File: config.mk
export PLATFORM = sky130hd
export DESIGN_NAME = lock_input_conditioner
export DESIGN_NICKNAME = d
export VERILOG_FILES = /design/src/rtl/lock_pkg.sv /design/src/rtl/lock_debounce.sv /design/src/rtl/lock_input_conditioner.sv
export SDC_FILE = /design/constraint.sdc
export NUM_CORES = 1
export LEC_CHECK = 0
export BUFFER_PORTS_ARGS = -buffer_cell sky130_fd_sc_hd__buf_2
export CAP_MARGIN = 20
export CORE_MARGIN = 2
export CORE_UTILIZATION = 25
export CTS_BUF_LIST = sky130_fd_sc_hd__clkbuf_4 sky130_fd_sc_hd__clkbuf_8
export DETAILED_ROUTE_END_ITERATION = 12
export PLACE_DENSITY = 0.38
export SLEW_MARGIN = 10
export SYNTH_ARGS = -nofsm -noshare
export SYNTH_HDL_FRONTEND = slang
export SYNTH_SLANG_ARGS = --single-unit
File: constraint.sdc
create_clock -name clk -period 3.6 [get_ports clk]
set_input_delay 0.72 -clock clk [delete_from_list [all_inputs] [get_ports clk]]
set_output_delay 0.72 -clock clk [all_outputs]
set_load 0.05 [all_outputs]
File: src/rtl/lock_pkg.sv
// Shared constants for the digit-lock input front end: button indices,
// channel widths and the command priority picker.
package lock_pkg;

    localparam int NUM_BTN                 = 4;
    localparam int SW_W                    = 8;
    localparam int BTN_RESET               = 0;
    localparam int BTN_SETTING             = 1;
    localparam int BTN_SUBMIT              = 2;
    localparam int BTN_CLR                 = 3;
    localparam int DEBOUNCE_CYCLES_DEFAULT = 1000000;

    // Lowest index wins: reset > setting > submit > clr.
    function automatic logic [NUM_BTN-1:0] prio_pick(input logic [NUM_BTN-1:0] rise);
        prio_pick = '0;
        for (int i = NUM_BTN - 1; i >= 0; i--) begin
            if (rise[i]) begin
                prio_pick    = '0;
                prio_pick[i] = 1'b1;
            end
        end
    endfunction

endpackage

File: src/rtl/lock_debounce.sv
// Two-flop synchroniser plus whole-word debouncer: a new value is accepted
// only after DEBOUNCE_CYCLES consecutive identical mismatching samples.
module lock_debounce
    import lock_pkg::*;
#(
    parameter int W               = 1,
    parameter int DEBOUNCE_CYCLES = DEBOUNCE_CYCLES_DEFAULT,
    parameter int CNT_W           = $clog2(DEBOUNCE_CYCLES + 1)
) (
    input  logic         clk,
    input  logic         reset_n,
    input  logic [W-1:0] raw,
    output logic [W-1:0] stable
);

    localparam logic [CNT_W-1:0] LAST = CNT_W'(DEBOUNCE_CYCLES - 1);

    logic [W-1:0]     s1, s2, cand;
    logic [CNT_W-1:0] cnt, cnt_base;

    // A candidate that differs from last cycle's sample starts a fresh run.
    always_comb begin
        cnt_base = cnt;
        if (s2 != cand) cnt_base = '0;
    end

    always_ff @(posedge clk) begin
        if (!reset_n) begin
            s1     <= '0;
            s2     <= '0;
            cand   <= '0;
            cnt    <= '0;
            stable <= '0;
        end else begin
            s1   <= raw;
            s2   <= s1;
            cand <= s2;
            if (s2 == stable) begin
                cnt <= '0;
            end else if (cnt_base == LAST) begin
                stable <= s2;
                cnt    <= '0;
            end else begin
                cnt <= cnt_base + 1'b1;
            end
        end
    end

endmodule

File: src/rtl/lock_input_conditioner.sv
// Conditions lock buttons and switches: debounced levels, single prioritised
// command pulse per cycle, and a switch-update strobe.
module lock_input_conditioner
    import lock_pkg::*;
#(
    parameter int DEBOUNCE_CYCLES = DEBOUNCE_CYCLES_DEFAULT,
    parameter int CNT_W           = $clog2(DEBOUNCE_CYCLES + 1)
) (
    input  logic               clk,
    input  logic               reset_n,
    input  logic [NUM_BTN-1:0] btn_raw,
    input  logic [SW_W-1:0]    switch_raw,
    output logic [NUM_BTN-1:0] btn_level,
    output logic [NUM_BTN-1:0] btn_pulse,
    output logic [SW_W-1:0]    switch_stable,
    output logic               switch_changed
);

    logic [NUM_BTN-1:0] btn_level_d;
    logic [SW_W-1:0]    switch_stable_d;

    for (genvar i = 0; i < NUM_BTN; i++) begin : g_btn
        lock_debounce #(
            .W               (1),
            .DEBOUNCE_CYCLES (DEBOUNCE_CYCLES),
            .CNT_W           (CNT_W)
        ) u_btn_db (
            .clk     (clk),
            .reset_n (reset_n),
            .raw     (btn_raw[i]),
            .stable  (btn_level[i])
        );
    end

    lock_debounce #(
        .W               (SW_W),
        .DEBOUNCE_CYCLES (DEBOUNCE_CYCLES),
        .CNT_W           (CNT_W)
    ) u_sw_db (
        .clk     (clk),
        .reset_n (reset_n),
        .raw     (switch_raw),
        .stable  (switch_stable)
    );

    // Lower-priority rises in the same cycle are dropped, not queued.
    always_ff @(posedge clk) begin
        if (!reset_n) begin
            btn_level_d     <= '0;
            btn_pulse       <= '0;
            switch_stable_d <= '0;
        end else begin
            btn_level_d     <= btn_level;
            btn_pulse       <= prio_pick(btn_level & ~btn_level_d);
            switch_stable_d <= switch_stable;
        end
    end

    assign switch_changed = (switch_stable != switch_stable_d);

endmodule

==> impl_metrics.tcl, run 1 <==
set metrics [dict create \
    synth_ff_type "dfxtp_1" \
    htreeDepth 4 \
    p_per_area_nw_per_um2 417 \
    synth_top_area_cell "dfxtp_1" \
    drv_slew 0 \
    end_kind "flip-flop" \
    min_period_ps 3030 \
    path_class "reg2reg" \
    hp-class "reg2reg" \
    regArea_sq_um 3280 \
    tightest_slew_ps 788 \
    path_buf_inv 0 \
    critical_path.most_common_cell "nor2_1" \
    grt_pass1_wl_um 24400 \
    slowest_stage "nor4_2" \
    placed_cells 1127 \
    rr_endpoint "u_sw_db.cnt[4]" \
    multi_input_area_sq_um 3470 \
    dp_hpwl_um 10100 \
    synth.distinct_cells 47 \
    cts_tree "yes" \
    worst_path_largest_cell_delay_ps 500 \
    grt_use_total 0.106 \
    ir_worst_vdd_v 0.000201 \
    first_global_vias 4693 \
    syn2layout_area_growth_pct 13.2 \
    detailroute.via_count 4940 \
    ant_nets 0 \
    cts_made_buffers 17 \
    crit_path_max_fanout 13 \
    clk_transition_reported_paths_ps 110 \
    worstHoldPathCells 1 \
    hold_buffers 0 \
    syn_area_sq_um 6930 \
    p_leak_nw 2.75 \
    critPathLaunchType "flip-flop" \
    synth_edf_count 0 \
    worstHoldStart "btn_level_d[0]" \
    place.gp.congestion 0.709 \
    ios 31 \
    cp.required_ps 3930 \
    final_area_sq_um 7850 \
    cp_top_family "simple AND/OR/NAND/NOR gates" \
    dr.first_iter.drc_count 199 \
    r2r_setup_slack_ps 570 \
    port_buffers 30 \
    clock.fmax_ghz 0.330 \
    finalSetupViolCount 0 \
    maxCapViolCount 0 \
    synthesis.nets 765 \
    core-area_sq_um 27100 \
    cp_data_arrival_time_ps 3350 \
    wl_per_cell_um 12.5 \
    dieArea_sq_um 29100 \
    synthArstFlopShare 0 \
    drt_first_pass_iters 4 \
    layoutNonFillerInstCount 1159 \
    synth.most_common_cell "dfxtp_1" \
    fin_tns_setup_ps 0 \
    via_per_inst 4.26 \
    rows 60 \
    fp.dieH_um 171 \
    clockBufferDepth 2 \
    root_buffer "clkbuf_8" \
    fillers 2917 \
    antenna_found_initial 0 \
    fin_crit_sh 0.841 \
    grt_max_degree 33 \
    drc 0 \
    rsz0062_at_grt "no" \
    yosys_warnings 0 \
    path_cells "xor2_1 > nor4_2 > nand2_2 > nor2_1 > ha_1 > nand3_1 > nor2_1 > and4_2 > or3_1 > nor2_1" \
    r2r_cells 10 \
    nets 793 \
    drt-total-wl_um 14500 \
    hold_violations 0 \
    netlist_instances 746 \
    final_util 0.290 \
    finClkSkew_ps 19.5 \
    n_antenna_cell 0 \
    synth-seq-cells 164 \
    ys_seq_area_frac 0.474 \
    drive_above_1_share 0.112 \
    slew_headroom 0.470 \
    whs_ps 408 \
    min_to "btn_pulse[0]" \
    cts_resized 0 \
    r2r_start "u_sw_db.s2[5]" \
    post_cts_buffers 0 \
    gr-total-overflow 0 \
    clk-insertion-delay-late_ps 470 \
    numClockSinks 164 \
    dpl_cell_area_sq_um 7450 \
    synth_common_cells "dfxtp_1, nor2_1, xor2_1, and2_1, nand2_1" \
    synthTopCellsByArea "dfxtp_1, xor2_1, and2_1" \
    synth.avg_cell_area_sq_um 9.29 \
    start_util 0.256 \
    die_w_um 171 \
    synth_top_area_frac 0.474 \
    status "completed" \
]
-- flip-flops by register name (all words and copies together), names as in the netlist, 8 cells and up --
signal and count:
g_btn.u_btn_db.cnt 80, u_sw_db.cnt 20, switch_stable_d 8, u_sw_db.cand 8, u_sw_db.s1 8, u_sw_db.s2 8
u_sw_db.stable 8
-- cell usage in the layout, fill, tap and decap left out, types with 3 or more instances in the layout --
master	count
nand4_1	30
nand2b_1	3
nand2_1	52
or3_1	4
buf_4	6
clkinv_8	4
clkinv_4	5
nor2_1	103
mux2i_1	3
inv_1	8
o21ai_0	4
buf_2	30
nand3_1	43
a21oi_1	11
mux2_2	8
nor4_1	14
and3_1	17
dfxtp_1	164
o31ai_1	8
inv_8	3
nor2b_1	7
clkbuf_8	17
nor3b_1	3
and4_1	5
or4_1	9
nor3_1	14
xnor2_1	43
xor2_1	70
and2_1	63
nor4b_1	7
ha_1	5
-- metrics by stage --
stage	total power, mW	worst slack, ps
global placement	2.00	710
CTS	3.34	532
global route	3.44	271
finish	3.27	572
detailed placement	2.00	581
floorplan	1.96	693
-- final cells by class --
| type | count | share of cell area |
|---|---|---|
| multi-input combinational | 547 | 0.443 |
| tap | 372 | 0.0593 |
| inverter | 8 | 0.00383 |
| clock buffer | 17 | 0.0298 |
| sequential | 164 | 0.418 |
| clock inverter | 15 | 0.0214 |
| timing repair buffer | 36 | 0.0249 |
-- cell families (layout without fill, tap and decap cells) --
family / after synthesis / in the layout / share of synthesized area
muxes: 12 / 12 / 0.0190
buffers and inverters: 35 / 76 / 0.0253
xor gates and xnor gates: 113 / 113 / 0.143
DFF: 164 / 164 / 0.474
and+or+nand+nor: 388 / 388 / 0.300
AOI/OAI and AO/OA: 29 / 29 / 0.0307
adders and majority gates: 5 / 5 / 0.00903
-- routing by layer --
metal,wire length [um],global-route usage
met5,0,0
met4,201,0.0368
met3,314,0.0245
met2,6290,0.159
met1,7720,0.148
-- worst max path at each step --
stage	startpoint	endpoint	slack, ps	cells after the start
6_report	u_sw_db.s2[5]	u_sw_db.cnt[4]	570	10
5_1_grt	u_sw_db.s2[5]	u_sw_db.cnt[4]	270	10
4_1_cts	u_sw_db.s2[5]	u_sw_db.cnt[4]	530	10
3_5_place_dp	u_sw_db.s2[5]	u_sw_db.cnt[4]	580	10
3_3_place_gp	u_sw_db.s2[5]	u_sw_db.cnt[3]	710	10
2_1_floorplan	u_sw_db.s2[7]	u_sw_db.stable[0]	690	12
-- power by group --
| part | switching (mW) | total [mW] | internal, mW |
|---|---|---|---|
| Sequential | 0.0122 | 1.84 | 1.83 |
| Combinational | 0.0703 | 0.107 | 0.0369 |
| Clock | 0.797 | 1.32 | 0.522 |
| Total | 0.879 | 3.27 | 2.39 |
(Power assumes the default switching activity.)
==> inputs of run 2 (changes only) <==
==> constraint.sdc (replaced) <==
create_clock -name clk -period 3 [get_ports clk]
set_input_delay 0.6 -clock clk [delete_from_list [all_inputs] [get_ports clk]]
set_output_delay 0.6 -clock clk [all_outputs]
set_load 0.05 [all_outputs]
==> impl_metrics.tcl, run 2 (synthesized netlist as in run 1, its figures left out) <==
set metrics [dict create \
    seq_power_share 0.561 \
    cp_data_arrival_time_ps 3030 \
    via_per_inst 4.19 \
    met1_length_um 7920 \
    crit_path_max_fanout 8 \
    final_util 0.292 \
    path_class "reg2reg" \
    clock.fmax_ghz 0.372 \
    detailroute.via_count 4903 \
    clockBufferDepth 2 \
    p_leak_nw 2.79 \
    grt_max_degree 28 \
    drv_slew 0 \
    nets 803 \
    syn2layout_area_growth_pct 14.3 \
    first_global_vias 4836 \
    finClkSkew_ps 24.2 \
    start_util 0.256 \
    rr_endpoint "u_sw_db.stable[0]" \
    fin_tns_setup_ps 0 \
    multi_input_area_sq_um 3480 \
    ant_nets 0 \
    ios 31 \
    cts_tree "yes" \
    largest_reg_flops 80 \
    core-area_sq_um 27100 \
    wl_met2_um 6340 \
    fin_crit_sh 0.895 \
    finalSetupViolCount 0 \
    drt_first_pass_iters 4 \
    wl_met3_um 381 \
    slew_headroom 0.448 \
    regMostFlops "g_btn.u_btn_db.cnt" \
    layout_common_cells "dfxtp_1, nor2_1, xor2_1" \
    fp.dieH_um 171 \
    n_antenna_cell 0 \
    htreeDepth 4 \
    p_sw_mw 1.06 \
    drc 0 \
    min_period_ps 2690 \
    mostFrequentLayoutCell "dfxtp_1" \
    wl_per_cell_um 12.7 \
    tightest_slew_ps 820 \
    end_kind "flip-flop" \
    critPathLaunchType "flip-flop" \
    antenna_found_initial 0 \
    worstHoldStart "switch_raw[1]" \
    rows 60 \
    rsz0062_at_grt "no" \
    worstHoldPathCells 2 \
    hold_violations 0 \
    drt-total-wl_um 14800 \
    p_clk_frac 0.402 \
    cp.required_ps 3340 \
    hp-class "in2reg" \
    die_w_um 171 \
    intPower_mw 2.88 \
    dieArea_sq_um 29100 \
    grt_use_total 0.109 \
    port_buffers 30 \
    r2r_start "u_sw_db.s2[5]" \
    r2r_cells 11 \
    min_to "u_sw_db.s1[1]" \
    place.gp.congestion 0.694 \
    dp_hpwl_um 10400 \
    maxCapViolCount 0 \
    ir_worst_vdd_v 0.000247 \
    numClockSinks 164 \
    drive_above_1_share 0.124 \
    fillers 2903 \
    root_buffer "clkbuf_8" \
    status "completed" \
    clk_transition_reported_paths_ps 110 \
    power_frac_comb 0.037 \
    p_per_area_nw_per_um2 497 \
    finalWorstSetupSlack_ps 314 \
    cts_made_buffers 17 \
    power_switching_share 0.269 \
    top_regs "g_btn.u_btn_db.cnt: 80 flops, u_sw_db.cnt: 20 flops" \
    r2r_setup_slack_ps 310 \
    regArea_sq_um 3280 \
    top_layer "met4" \
    dp_slack_ps 186 \
    grt_pass1_wl_um 25100 \
    dr.first_iter.drc_count 217 \
    gr-total-overflow 0 \
    clk-insertion-delay-late_ps 450 \
]
run 2: how the worst max path moves through the flow:
| stage | endpoint | cells after the start | slack, ps | startpoint |
|---|---|---|---|---|
| finish | u_sw_db.stable[0] | 11 | 310 | u_sw_db.s2[5] |
| CTS | u_sw_db.stable[0] | 11 | 150 | u_sw_db.s2[5] |
| floorplan | u_sw_db.stable[0] | 12 | 90 | u_sw_db.s2[7] |
| detailed placement | u_sw_db.stable[0] | 11 | 190 | u_sw_db.s2[5] |
| global route | u_sw_db.cnt[18] | 11 | 40 | u_sw_db.s2[5] |
| global placement | u_sw_db.stable[0] | 11 | 210 | u_sw_db.s2[5] |
run 2: stage by stage:
step,power [mW],instances,instance area (sq um),hold slack (ps)
6_report,3.94,1169,7920,349
4_1_cts,4.02,1169,7920,310
5_1_grt,4.14,1169,7920,307
2_1_floorplan,2.35,746,6930,374
3_3_place_gp,2.41,1137,7520,409
3_5_place_dp,2.41,1137,7520,406
run 2: final cells by class:
| type | instances | share of cell area |
|---|---|---|
| clock inverters | 15 | 0.0202 |
| inverters | 8 | 0.00379 |
| multi-input cells | 547 | 0.439 |
| flip-flops and latches | 164 | 0.414 |
| repair buffers | 46 | 0.0341 |
| well taps | 372 | 0.0587 |
| clock buffers | 17 | 0.0295 |
run 2: power by group through the flow:
stage          clock, mW  combinational, mW  sequential, mW
5_1_grt             1.76              0.163            2.22
3_5_place_dp           0              0.149            2.26
3_3_place_gp           0              0.150            2.26
4_1_cts             1.66              0.149            2.21
2_1_floorplan          0             0.0909            2.26
6_report            1.58              0.145            2.21
run 2: what timing repair did:
item / in CTS / in global routing
hold buffers: 0 / 0
resized for setup: 0 / 2
endpoints found under the setup margin: 0 / 23
buffers inserted: 0 / 0
run 2: routing by layer:
| metal | up-vias | track usage |
|---|---|---|
| met5 | - | 0 |
| met4 | 0 | 0.0346 |
| met3 | 9 | 0.0248 |
| met2 | 45 | 0.164 |
| met1 | 2236 | 0.153 |
| li1 | 2613 | - |
run 2: worst max-delay path: stages (launching register included):
cell,delay [ps]
dfxtp_1,360
xor2_1,170
nor4_2,260
buf_4,170
nand2_2,70
nor2_1,140
ha_1,210
nand3_1,180
nor2_4,200
and4_2,310
o211ai_4,160
mux2_1,330
